## src/rtl/q_max_finder.sv

```systemverilog
// q_max_finder: scans the legal actions of one board state in the Q-table and
// returns the signed maximum Q value and the lowest action index that reaches it.
// A request takes 11 cycles from accepted start to the one-cycle done pulse.
module q_max_finder #(
    parameter int DATA_W  = 16,
    parameter int STATE_W = 15,
    parameter int ACT_W   = 4
) (
    input  logic                     clk,
    input  logic                     rst_n,
    input  logic                     start,
    input  logic [STATE_W-1:0]       state_idx,
    input  logic [8:0]               legal_mask,
    output logic                     q_rd_en,
    output logic [STATE_W+ACT_W-1:0] q_rd_addr,
    input  logic [DATA_W-1:0]        q_rd_data,
    output logic                     busy,
    output logic                     done,
    output logic [DATA_W-1:0]        max_q,
    output logic [ACT_W-1:0]         best_action,
    output logic                     no_legal
);

    typedef enum logic [1:0] {IDLE, SCAN, DRAIN, DONE} fsm_t;

    localparam logic [ACT_W-1:0] LAST_ACT = ACT_W'(8);
    localparam logic [ACT_W-1:0] NO_ACT   = '1;

    fsm_t               fsm;
    logic [STATE_W-1:0] state_reg;
    // Legal bits of the actions not yet issued; bit 0 belongs to action+1.
    logic [7:0]         legal_reg;
    logic [ACT_W-1:0]   action;

    // Tags travelling alongside each read, aligned with q_rd_data.
    logic               rd_vld;
    logic [ACT_W-1:0]   rd_act;

    logic               found;
    logic [DATA_W-1:0]  max_reg;
    logic [ACT_W-1:0]   arg_reg;

    logic               cmp_found;
    logic [DATA_W-1:0]  cmp_max;
    logic [ACT_W-1:0]   cmp_arg;

    // Running max/argmax after folding in the read that returns this cycle.
    always_comb begin
        // NOTE: every output gets a default first so no path leaves it unassigned, which would infer a latch.
        cmp_found = found;
        cmp_max   = max_reg;
        cmp_arg   = arg_reg;
        // Strict greater-than keeps the lowest action index on ties.
        if (rd_vld && (!found || ($signed(q_rd_data) > $signed(max_reg)))) begin
            cmp_found = 1'b1;
            cmp_max   = q_rd_data;
            cmp_arg   = rd_act;
        end
    end

    // Control FSM, read issue, read-tag pipeline and registered outputs.
    always_ff @(posedge clk or negedge rst_n) begin
        if (!rst_n) begin
            fsm         <= IDLE;
            state_reg   <= '0;
            legal_reg   <= '0;
            action      <= '0;
            rd_vld      <= 1'b0;
            rd_act      <= '0;
            found       <= 1'b0;
            max_reg     <= '0;
            arg_reg     <= '0;
            q_rd_en     <= 1'b0;
            q_rd_addr   <= '0;
            busy        <= 1'b0;
            done        <= 1'b0;
            max_q       <= '0;
            best_action <= NO_ACT;
            no_legal    <= 1'b0;
        end else begin
            // NOTE: non-blocking assignments so every register samples pre-edge values, independent of statement order.
            rd_vld  <= q_rd_en;
            rd_act  <= action;
            found   <= cmp_found;
            max_reg <= cmp_max;
            arg_reg <= cmp_arg;
            done    <= 1'b0;

            case (fsm)
                IDLE: begin
                    if (start) begin
                        state_reg <= state_idx;
                        legal_reg <= legal_mask[8:1];
                        found     <= 1'b0;
                        action    <= '0;
                        q_rd_addr <= {state_idx, ACT_W'(0)};
                        q_rd_en   <= legal_mask[0];
                        busy      <= 1'b1;
                        fsm       <= SCAN;
                    end
                end
                SCAN: begin
                    if (action == LAST_ACT) begin
                        q_rd_en <= 1'b0;
                        fsm     <= DRAIN;
                    end else begin
                        action    <= action + 1'b1;
                        q_rd_addr <= {state_reg, action + 1'b1};
                        q_rd_en   <= legal_reg[0];
                        legal_reg <= {1'b0, legal_reg[7:1]};
                    end
                end
                DRAIN: begin
                    // The last read is folded in via cmp_* in this same edge.
                    done        <= 1'b1;
                    max_q       <= cmp_found ? cmp_max : '0;
                    best_action <= cmp_found ? cmp_arg : NO_ACT;
                    no_legal    <= !cmp_found;
                    fsm         <= DONE;
                end
                DONE: begin
                    busy   <= 1'b0;
                    action <= '0;
                    fsm    <= IDLE;
                end
                default: fsm <= IDLE;
            endcase
        end
    end

endmodule

```

## config.mk

```make
export PLATFORM = sky130hd
export DESIGN_NAME = q_max_finder
export DESIGN_NICKNAME = d
export VERILOG_FILES = /design/src/rtl/q_max_finder.sv
export SDC_FILE = /design/constraint.sdc
export NUM_CORES = 1
export LEC_CHECK = 0
export BUFFER_PORTS_ARGS = -buffer_cell sky130_fd_sc_hd__buf_2
export CORE_AREA = 8 8 115 117
export CTS_CLUSTER_DIAMETER = 80
export DETAILED_ROUTE_END_ITERATION = 12
export DIE_AREA = 0 0 123 125
export REMOVE_ABC_BUFFERS = 1
export SETUP_SLACK_MARGIN = 0.05
export SLEW_MARGIN = 20
export SYNTH_ARGS = -nofsm -noshare
export SYNTH_HDL_FRONTEND = slang
export SYNTH_SLANG_ARGS = --single-unit
```

## constraint.sdc

```tcl
create_clock -name clk -period 4.8 [get_ports clk]
set_input_delay 0 -clock clk [delete_from_list [all_inputs] [get_ports clk]]
set_output_delay 0 -clock clk [all_outputs]
set_load 0.02 [all_outputs]
```

Yosys cells after proc, flatten, opt, wreduce, memory -nomap -nowiden --
Cells that the tools add are included.
Storage, ports and cells: flip-flop bits (word level) 98, output and inout bits 43
Cells by class: eq/ne operators 7, reduce and logical (&&, ||, !) cells 14, $add $sub $neg 1, order comparisons 1, muxes and demuxes 25
Operator list (number):
- 19-bit two-way mux | 2
- 19-bit one-hot mux with 2 select lines | 1
- 16-bit two-way mux | 2
- 16-bit > comparator | 1
- 4-bit two-way mux | 4
- 8-bit two-way mux | 2
- 8-bit one-hot mux with 2 select lines | 1
- 4-bit one-hot mux with 3 select lines | 1
- 2-bit one-hot mux with 4 select lines | 1
- 2-bit AND reduction | 4
- 1-bit two-way mux | 7
- 2-bit inequality test (second input constant) | 3
- 3-bit AND reduction | 2
- 4-bit by 1-bit adder with 4-bit output (second input constant) | 1
- 2-bit equality test (second input constant) | 2
- 4-bit equality test (second input constant) | 1
- 2-bit two-way mux | 2
- 1-bit one-hot mux with 2 select lines | 2
- 2-bit nonzero test | 2
- 3-bit nonzero test | 1
- 2-bit by 1-bit equality test with 1-bit output (second input constant) | 1
- 1-bit logical NOT | 2
- 2-bit logical NOT | 1
- 1-bit logical AND | 1
- 1-bit logical OR | 1

Longest topological paths before layout --
Gate-level depths: netlist (run 1).
depth in word-level cells 6, depth in mapped cells 10, mapped depth without buffers 8

Worst setup path before layout (run 1) --
Ideal clock, no wire load.
kind register to register, start point register max_reg[11], end point register max_q[0], stages on the path, launching flop included 10, buffers on the path 1, data arrival time 1.836 ns, required time 4.674 ns, path slack 2.839 ns, path through dfrtp_1 inv_1 ha_1 nand2_1 o21a_1 o221a_2 a21oi_4 nor2_2 buf_6 a221o_1
Between the ends: word-level cells in the longest chain between the ends 5, elaborated cells between the ends (all ways) 6
RTL lines:
- start, declared | RTL line 40 | logic [DATA_W-1:0] max_reg;
- start signal, assigned | RTL line 85 | max_reg <= cmp_max;
- 16-bit > comparator * | RTL line 54 | if (rd_vld && (!found || ($signed(q_rd_data) > $signed(max_reg)))) begin
- 1-bit logical OR * | RTL line 54
- 1-bit logical AND * | RTL line 54
- 16-bit two-way mux / 1-bit two-way mux (equally long branches) | RTL line 54
- 16-bit two-way mux * | RTL line 116 | max_q <= cmp_found ? cmp_max : '0;
- end signal, assigned | RTL line 116
- end, declared | RTL line 19 | output logic [DATA_W-1:0] max_q,
Every way passes the cells marked *; elsewhere a longest branch is shown, timed or not. A chain may end at the register's enable or synchronous reset.

Worst setup path after layout (run 1) --
start point register max_reg[15], end point register max_q[10]
The elaborated chain is that of the path after synthesis.

==> results of run 1 <==
## timing repair
item / 4_1_cts / 5_1_grt
endpoints found under the hold margin: 106 / 0
buffers inserted: 0 / 0
hold buffers: 40 / 0
## metal layers
layer  share of wire, %  wire length (um)  track usage [%]
met5                  0                 0                0
met4               0.74                74            2.764
met3                7.4               739            5.581
met2                 48              4800            22.78
met1                 44              4436            16.19
## through the flow
step	setup WS (ns)	utilization, %	cell area, um2	hold slack, ns
2_1_floorplan	1.276	-	4388	-0.2956
3_3_place_gp	1.904	43.37	5036	-0.005032
3_5_place_dp	1.838	43.37	5036	-0.004796
4_1_cts	1.819	49.38	5733	0.006528
5_1_grt	1.553	49.38	5733	0.02744
6_report	1.884	49.38	5733	0.01633
## power groups by stage
| stage | Combinational [W] | Sequential (W) | Clock [W] |
|---|---|---|---|
| finish | 0.00169 | 0.00142 | 0.000720 |
| global route | 0.00189 | 0.00147 | 0.000776 |
| CTS | 0.00172 | 0.00142 | 0.000740 |
| detailed placement | 0.00170 | 0.00143 | 0 |
| global placement | 0.00164 | 0.00142 | 0 |
| floorplan | 0.00101 | 0.00159 | 0 |
## critical path, stage by stage (launching register included)
cell and delay, ns:
dfrtp_1 0.35, inv_1 0.06, ha_1 0.30, nand4_1 0.15, nor3_2 0.25, o21ai_1 0.17
a21oi_4 0.70, nor2_2 0.37, a221o_1 0.44
## logic make-up (layout without fill, tap and decap cells)
group | Yosys count | in the layout | synth area share, %
buf+inv | 57 | 181 | 5.351
xor+xnor | 2 | 2 | 0.3903
mux | 38 | 38 | 8.919
fa+ha+maj | 22 | 22 | 6.131
compound gates | 96 | 96 | 13.91
simple gates | 98 | 98 | 10.56
flops | 98 | 98 | 54.74
## Yosys cell counts (4+ instances only)
master	count
a21oi_1	30
mux2i_1	22
ha_1	22
a221o_1	16
inv_1	37
clkbuf_1	11
dfrtp_1	94
a221oi_1	4
o21ai_0	32
dfstp_2	4
mux2_2	16
nand2_1	28
nor2b_1	19
nand3_1	10
buf_2	6
o21a_1	4
nor2_1	28
## worst max path at each step
stage / cells after the start / slack, ns / endpoint
3_3_place_gp: 5 / 1.90 / best_action[0]
2_1_floorplan: 5 / 1.28 / legal_reg[7]
3_5_place_dp: 5 / 1.84 / max_q[6]
5_1_grt: 5 / 1.55 / best_action[1]
6_report: 8 / 1.88 / max_q[10]
4_1_cts: 8 / 1.82 / max_q[6]
## layout by cell type (no fill, tap or decap), types with 4 or more instances in the layout
| cell | synthesis | routed |
|---|---|---|
| a21oi_1 | 30 | 30 |
| nand3_1 | 10 | 10 |
| nand2_1 | 28 | 28 |
| mux2i_1 | 22 | 22 |
| a221oi_1 | 4 | 4 |
| nor2b_1 | 19 | 19 |
| dfstp_2 | 4 | 4 |
| inv_1 | 37 | 37 |
| o21a_1 | 4 | 4 |
| ha_1 | 22 | 21 |
| mux2_2 | 16 | 16 |
| buf_2 | 6 | 84 |
| nor2_1 | 28 | 28 |
| clkbuf_16 | 0 | 9 |
| o21ai_0 | 32 | 32 |
| dlygate4sd3_1 | 0 | 40 |
| a221o_1 | 16 | 16 |
| buf_4 | 1 | 4 |
| dfrtp_1 | 94 | 94 |
## layout make-up
class                   count  area share [%]
inverters                  37           2.423
multi-input cells         256           31.49
flip-flops and latches     98           42.86
clock inverters             5          0.9385
clock buffers              11           4.234
repair buffers            128           14.84
well taps                 147           3.208
==> reports/results.txt, run 1 <==
Post-CTS sizing: 0
WL/cell: 14.74 um
Fmax achieved: 0.3429 GHz
Worst setup path startpoint: max_reg[15]
Leakage power: 2.671 nW
Flops & latches, synth: 98
Final slew viol count: 0
CTS buffer count: 9
Crit path required time: 5.02 ns
Top cells by area, synth: dfrtp_1 52%, ha_1 6.1%, mux2i_1 4.9%, mux2_2 4.0%, a221o_1 3.6%
Post-synth EDFFs: 0
Gr ovfl total: 0
Most common flop cell mapped by yosys: dfrtp_1
Io pins: 86
Synth area leader: dfrtp_1
Worst R2R Setup Slack: 1.88 ns
Final setup fails: 0
GRT Total Usage: 13.68%
Residual DRC count: 0
Status: completed
Initial antenna violation count: 0
Die width: 123 um
Core ar.: 0.01161 mm2
Area growth from synthesis to layout: 27.70%
Layout cells sized above 1: 24.30%
Hold Vio Cnt, Final: 0
Worst slew margin: 35.82%
Critical Path Start Type: register
Tot Pwr: 0.003825 W
Tightest Pin Transition: 0.9627 ns
Crit end category: register
Clock power frac: 18.8%
CTS clk-pin slew, worst paths: 0.06 ns
TritonCTS clock tree: built
Pin count of the biggest net entering global routing: 62
RR Startpoint: max_reg[15]
Final setup TNS: 0 ns
Row count: 40
Power Internal: 0.002314 W
Fillers: 1,075
Post-synthesis sequential area ratio: 54.74%
Cell count after synthesis: 411
Share of the synthesized area in the top cell type: 52.40%
Tcrit/Tclk final: 60.76%
Crit path kind: reg -> reg
Fin nets: 595
Unrepaired setup endpoints after global routing: false
WHS Path Cells: 3
Die area: 0.01538 mm2
Largest register FFs: 19
RePlAce Congestion: 0.7375
Hold_sp: legal_mask[0]
Post-Syn Area per Cell: 10.92 um2
Via count: 3,391
Vias per std cell: 4.972
Sequential power share: 37.1%
Multi-input logic area: 0.001805 mm2
Maximum fanout along the worst path: 40
Clock Skews: 0.005246 ns
Sw Share: 39.50%
Period minus WS final: 2.916 ns
Hold/Removal Path Class: in -> reg
WHS Endpoint: q_rd_en
Worst-Skew Late Latency: 0.34 ns
PwrDens: 667.1 mW/mm2
WL final: 10.05 mm
Htree depth: 3
Switching power: 0.001511 W
Vias in the first global route: 3,538
Final HPWL DP: 6.807 mm
Reg area: 0.002457 mm2
Routed Antenna Nets: 0
Worst IR drop on VDD: 376.4 uV
I/O Buffers: 85
Global-route wire length before repair: 16.97 mm
R2R cell count: 8
Reg2reg end: max_q[10]
Clock Tree Buf Depth: 2
Max_cap viols: 0
CTS sink cnt: 98
Syn Std Cell Area: 0.004489 mm2
Non-Filler Instances: 682
WP data arrival: 3.14 ns
Netlist cell types: 39
Initial core utilization: 38.66%
Clock root buffer: clkbuf_16
Drt first-iter violations: 140
Die Y: 125 um
Syn. warnings: 0
Async set or reset register ratio after synthesis: 100.0%
Placed cells: 626
Drt first pass iters: 4
Comb power frac: 44.1%
Final antenna diode count: 0
Power figures use the tool's default switching activity.
==> run 2: changes to the inputs <==
ABC_AREA = 1   (was default)
CORE_AREA = 8 8 117 119   (was 8 8 115 117)
DIE_AREA = 0 0 125 127   (was 0 0 123 125)
clock period = 3 ns   (was 4.8 ns; I/O delays follow)
==> run 2 against run 1 <==
Net effect: utilization is 0.43 points lower; combinational power is 77% higher; hold slack better by 0.00087 ns; global-route usage is 0.79 points higher; synthesized area is 2.6% higher; synthesized cell count is 29% higher; largest power group unchanged.
==> reports/results.txt, run 2 <==
WHS Path Cells: 3
Drt first pass iters: 4
Flops & latches, synth: 98
Most common flop cell mapped by yosys: dfrtp_1
Dpl cell area: 0.005154 mm2
Residual DRC count: 0
Critical Path Start Type: register
Netlist cell types: 27
Period minus WS final: 2.269 ns
Worst slew margin: 43.49%
Area growth from synthesis to layout: 25.51%
Global-route wire length before repair: 18.75 mm
Hold-fix buffers, CTS: 30
Via count: 3,753
Cell count after synthesis: 530
Tightest Pin Transition: 0.8476 ns
Layout cells sized above 1: 20.22%
Crit path kind: reg -> reg
Htree depth: 3
Row count: 40
Non-Filler Instances: 795
Drt first-iter violations: 257
I/O Buffers: 85
Most frequent cells in the layout: 185 x nand2_1, 94 x dfrtp_1, 84 x buf_2
Maximum fanout along the worst path: 21
Unrepaired setup endpoints after global routing: false
Pin count of the biggest net entering global routing: 47
Post-Syn Area per Cell: 8.690 um2
Core ar.: 0.01181 mm2
Comb power frac: 45.8%
Final slew viol count: 0
Die Y: 127 um
Top cells by area, synth: dfrtp_1 51%, nand2_1 15%, ha_1 6.0%, nand3_1 3.6%, inv_1 3.3%
Gr ovfl total: 0
WL/cell: 13.58 um
Clock root buffer: clkbuf_16
Die area: 0.01588 mm2
Max_cap viols: 0
Top cells by count, synth: 185 x nand2_1, 94 x dfrtp_1, 41 x inv_1
Switching power: 0.002773 W
Sw Share: 42.47%
Hold Vio Cnt, Final: 0
RePlAce Congestion: 0.7853
Crit path required time: 3.24 ns
Async set or reset register ratio after synthesis: 100.0%
Die width: 125 um
Fin nets: 708
Vias per std cell: 4.721
Synth area leader: dfrtp_1
Post-CTS sizing: 0
Final HPWL DP: 7.382 mm
Routed Antenna Nets: 0
Initial core utilization: 38.99%
Finished Cell Area: 0.005781 mm2
PwrDens: 1130 mW/mm2
CTS clk-pin slew, worst paths: 0.06 ns
Final setup TNS: 0 ns
Setup bufs post-CTS: 0
Placed cells: 749
Fmax achieved: 0.4407 GHz
Hold/Removal Path Class: in -> reg
Vias in the first global route: 3,936
Sequential power share: 34.8%
Syn Std Cell Area: 0.004606 mm2
Worst IR drop on VDD: 665.3 uV
Clock Skews: 0.006174 ns
WP data arrival: 2.51 ns
Share of the synthesized area in the top cell type: 51.07%
R2R cell count: 15
Status: completed
Final setup fails: 0
Final antenna diode count: 0
Post-synthesis sequential area ratio: 53.36%
Worst-Skew Late Latency: 0.35 ns
Most frequent cell after synthesis: nand2_1
Post-synth EDFFs: 0
CTS sink cnt: 98
Clock Tree Buf Depth: 2
Io pins: 86
Clock power frac: 19.4%
Largest register FFs: 19
TritonCTS clock tree: built
Leading cell type in the layout, fill and taps excluded: nand2_1
Tcrit/Tclk final: 75.64%
Leakage power: 3.018 nW
Syn. warnings: 0
WL final: 10.80 mm
GRT Total Usage: 14.47%
CTS buffer count: 9
Power Internal: 0.003757 W
Crit end category: register
Initial antenna violation count: 0
run 2: cell types whose count changed in the layout (fill, tap and decap cells not counted), moves of 10 or more:
cell	change
a21oi_1	-22
a221o_1	-16
a31oi_1	+22
and2_1	+16
dlygate4sd3_1	-10
mux2_2	-16
mux2i_1	-22
nand2_1	+157
nand3_1	+23
nand3b_1	+13
nor2b_1	-19
o21ai_0	-22
run 2: per-stage QoR:
stage / utilization (%) / hold WS (ns) / worst slack, ns / total power (W)
floorplan: - / -0.2956 / 0.3050 / 0.004328
global placement: 43.63 / 0.04428 / 0.7651 / 0.005220
detailed placement: 43.63 / 0.05485 / 0.7013 / 0.005302
CTS: 48.94 / 0.0008600 / 0.6879 / 0.006632
global route: 48.94 / 0.01416 / 0.5127 / 0.007118
finish: 48.94 / 0.01720 / 0.7308 / 0.006530
run 2: final timing paths:
check,from,endpoint,slack (ns)
max,max_reg[7],max_reg[9],0.73
min,q_rd_data[7],max_reg[7],0.02
max reg2reg,max_reg[7],max_reg[9],0.73
min reg2reg,q_rd_en,rd_vld,0.41
max in group asynchronous,rst_n,best_action[2],1.98
min in group asynchronous,rst_n,max_q[5],0.20
run 2: routing by layer:
metal | vias to the layer above | global-route usage (%) | routed length (um) | share of wire (%)
met2 | 85 | 23.49 | 4985 | 46
met3 | 7 | 5.033 | 625 | 5.8
met1 | 1749 | 17.71 | 5112 | 47
li1 | 1912 | - | - | -
met4 | 0 | 4.728 | 75 | 0.69
met5 | - | 0 | 0 | 0
run 2: layout make-up:
cell class | count | area, um2
fill | 1133 | 6031
multi-input combinational | 367 | 1859
clock buffer | 10 | 239.0
clock inverter | 6 | 87.58
tap | 147 | 183.9
sequential | 98 | 2457
timing repair buffer | 123 | 788.3
inverter | 44 | 165.2
run 2: cell families (layout without fill, tap and decap cells):
group	count (synthesis)	count (layout)	share of synthesized area, %
AND/OR/NAND/NOR	302	302	28.93
flip-flops	98	98	53.36
XOR/XNOR	1	1	0.1902
adder cells (fa/ha/maj)	22	22	5.977
buffers and inverters	65	183	6.275
AO/OA/AOI/OAI	42	42	5.270
run 2: power by group through the flow:
stage,registers (W),clock network (W),logic (W)
after global routing,0.00235,0.00135,0.00342
after CTS,0.00228,0.00130,0.00305
final,0.00227,0.00126,0.00299
after global placement,0.00229,0,0.00293
after floorplan,0.00258,0,0.00174
after detailed placement,0.00230,0,0.00301
run 2: worst max-delay path, stage by stage, from the launching register on:
cell and delay, ns:
dfrtp_1 0.36, inv_1 0.07, ha_1 0.24, nand2_1 0.11, inv_1 0.05, a21oi_1 0.17, nand3_1 0.10, nand2_1 0.09
nand2_1 0.05, nand2_1 0.06, nand2_1 0.06, nand2_2 0.07, nand2_4 0.17, nand2_4 0.28, nand2_1 0.11, and2_1 0.16
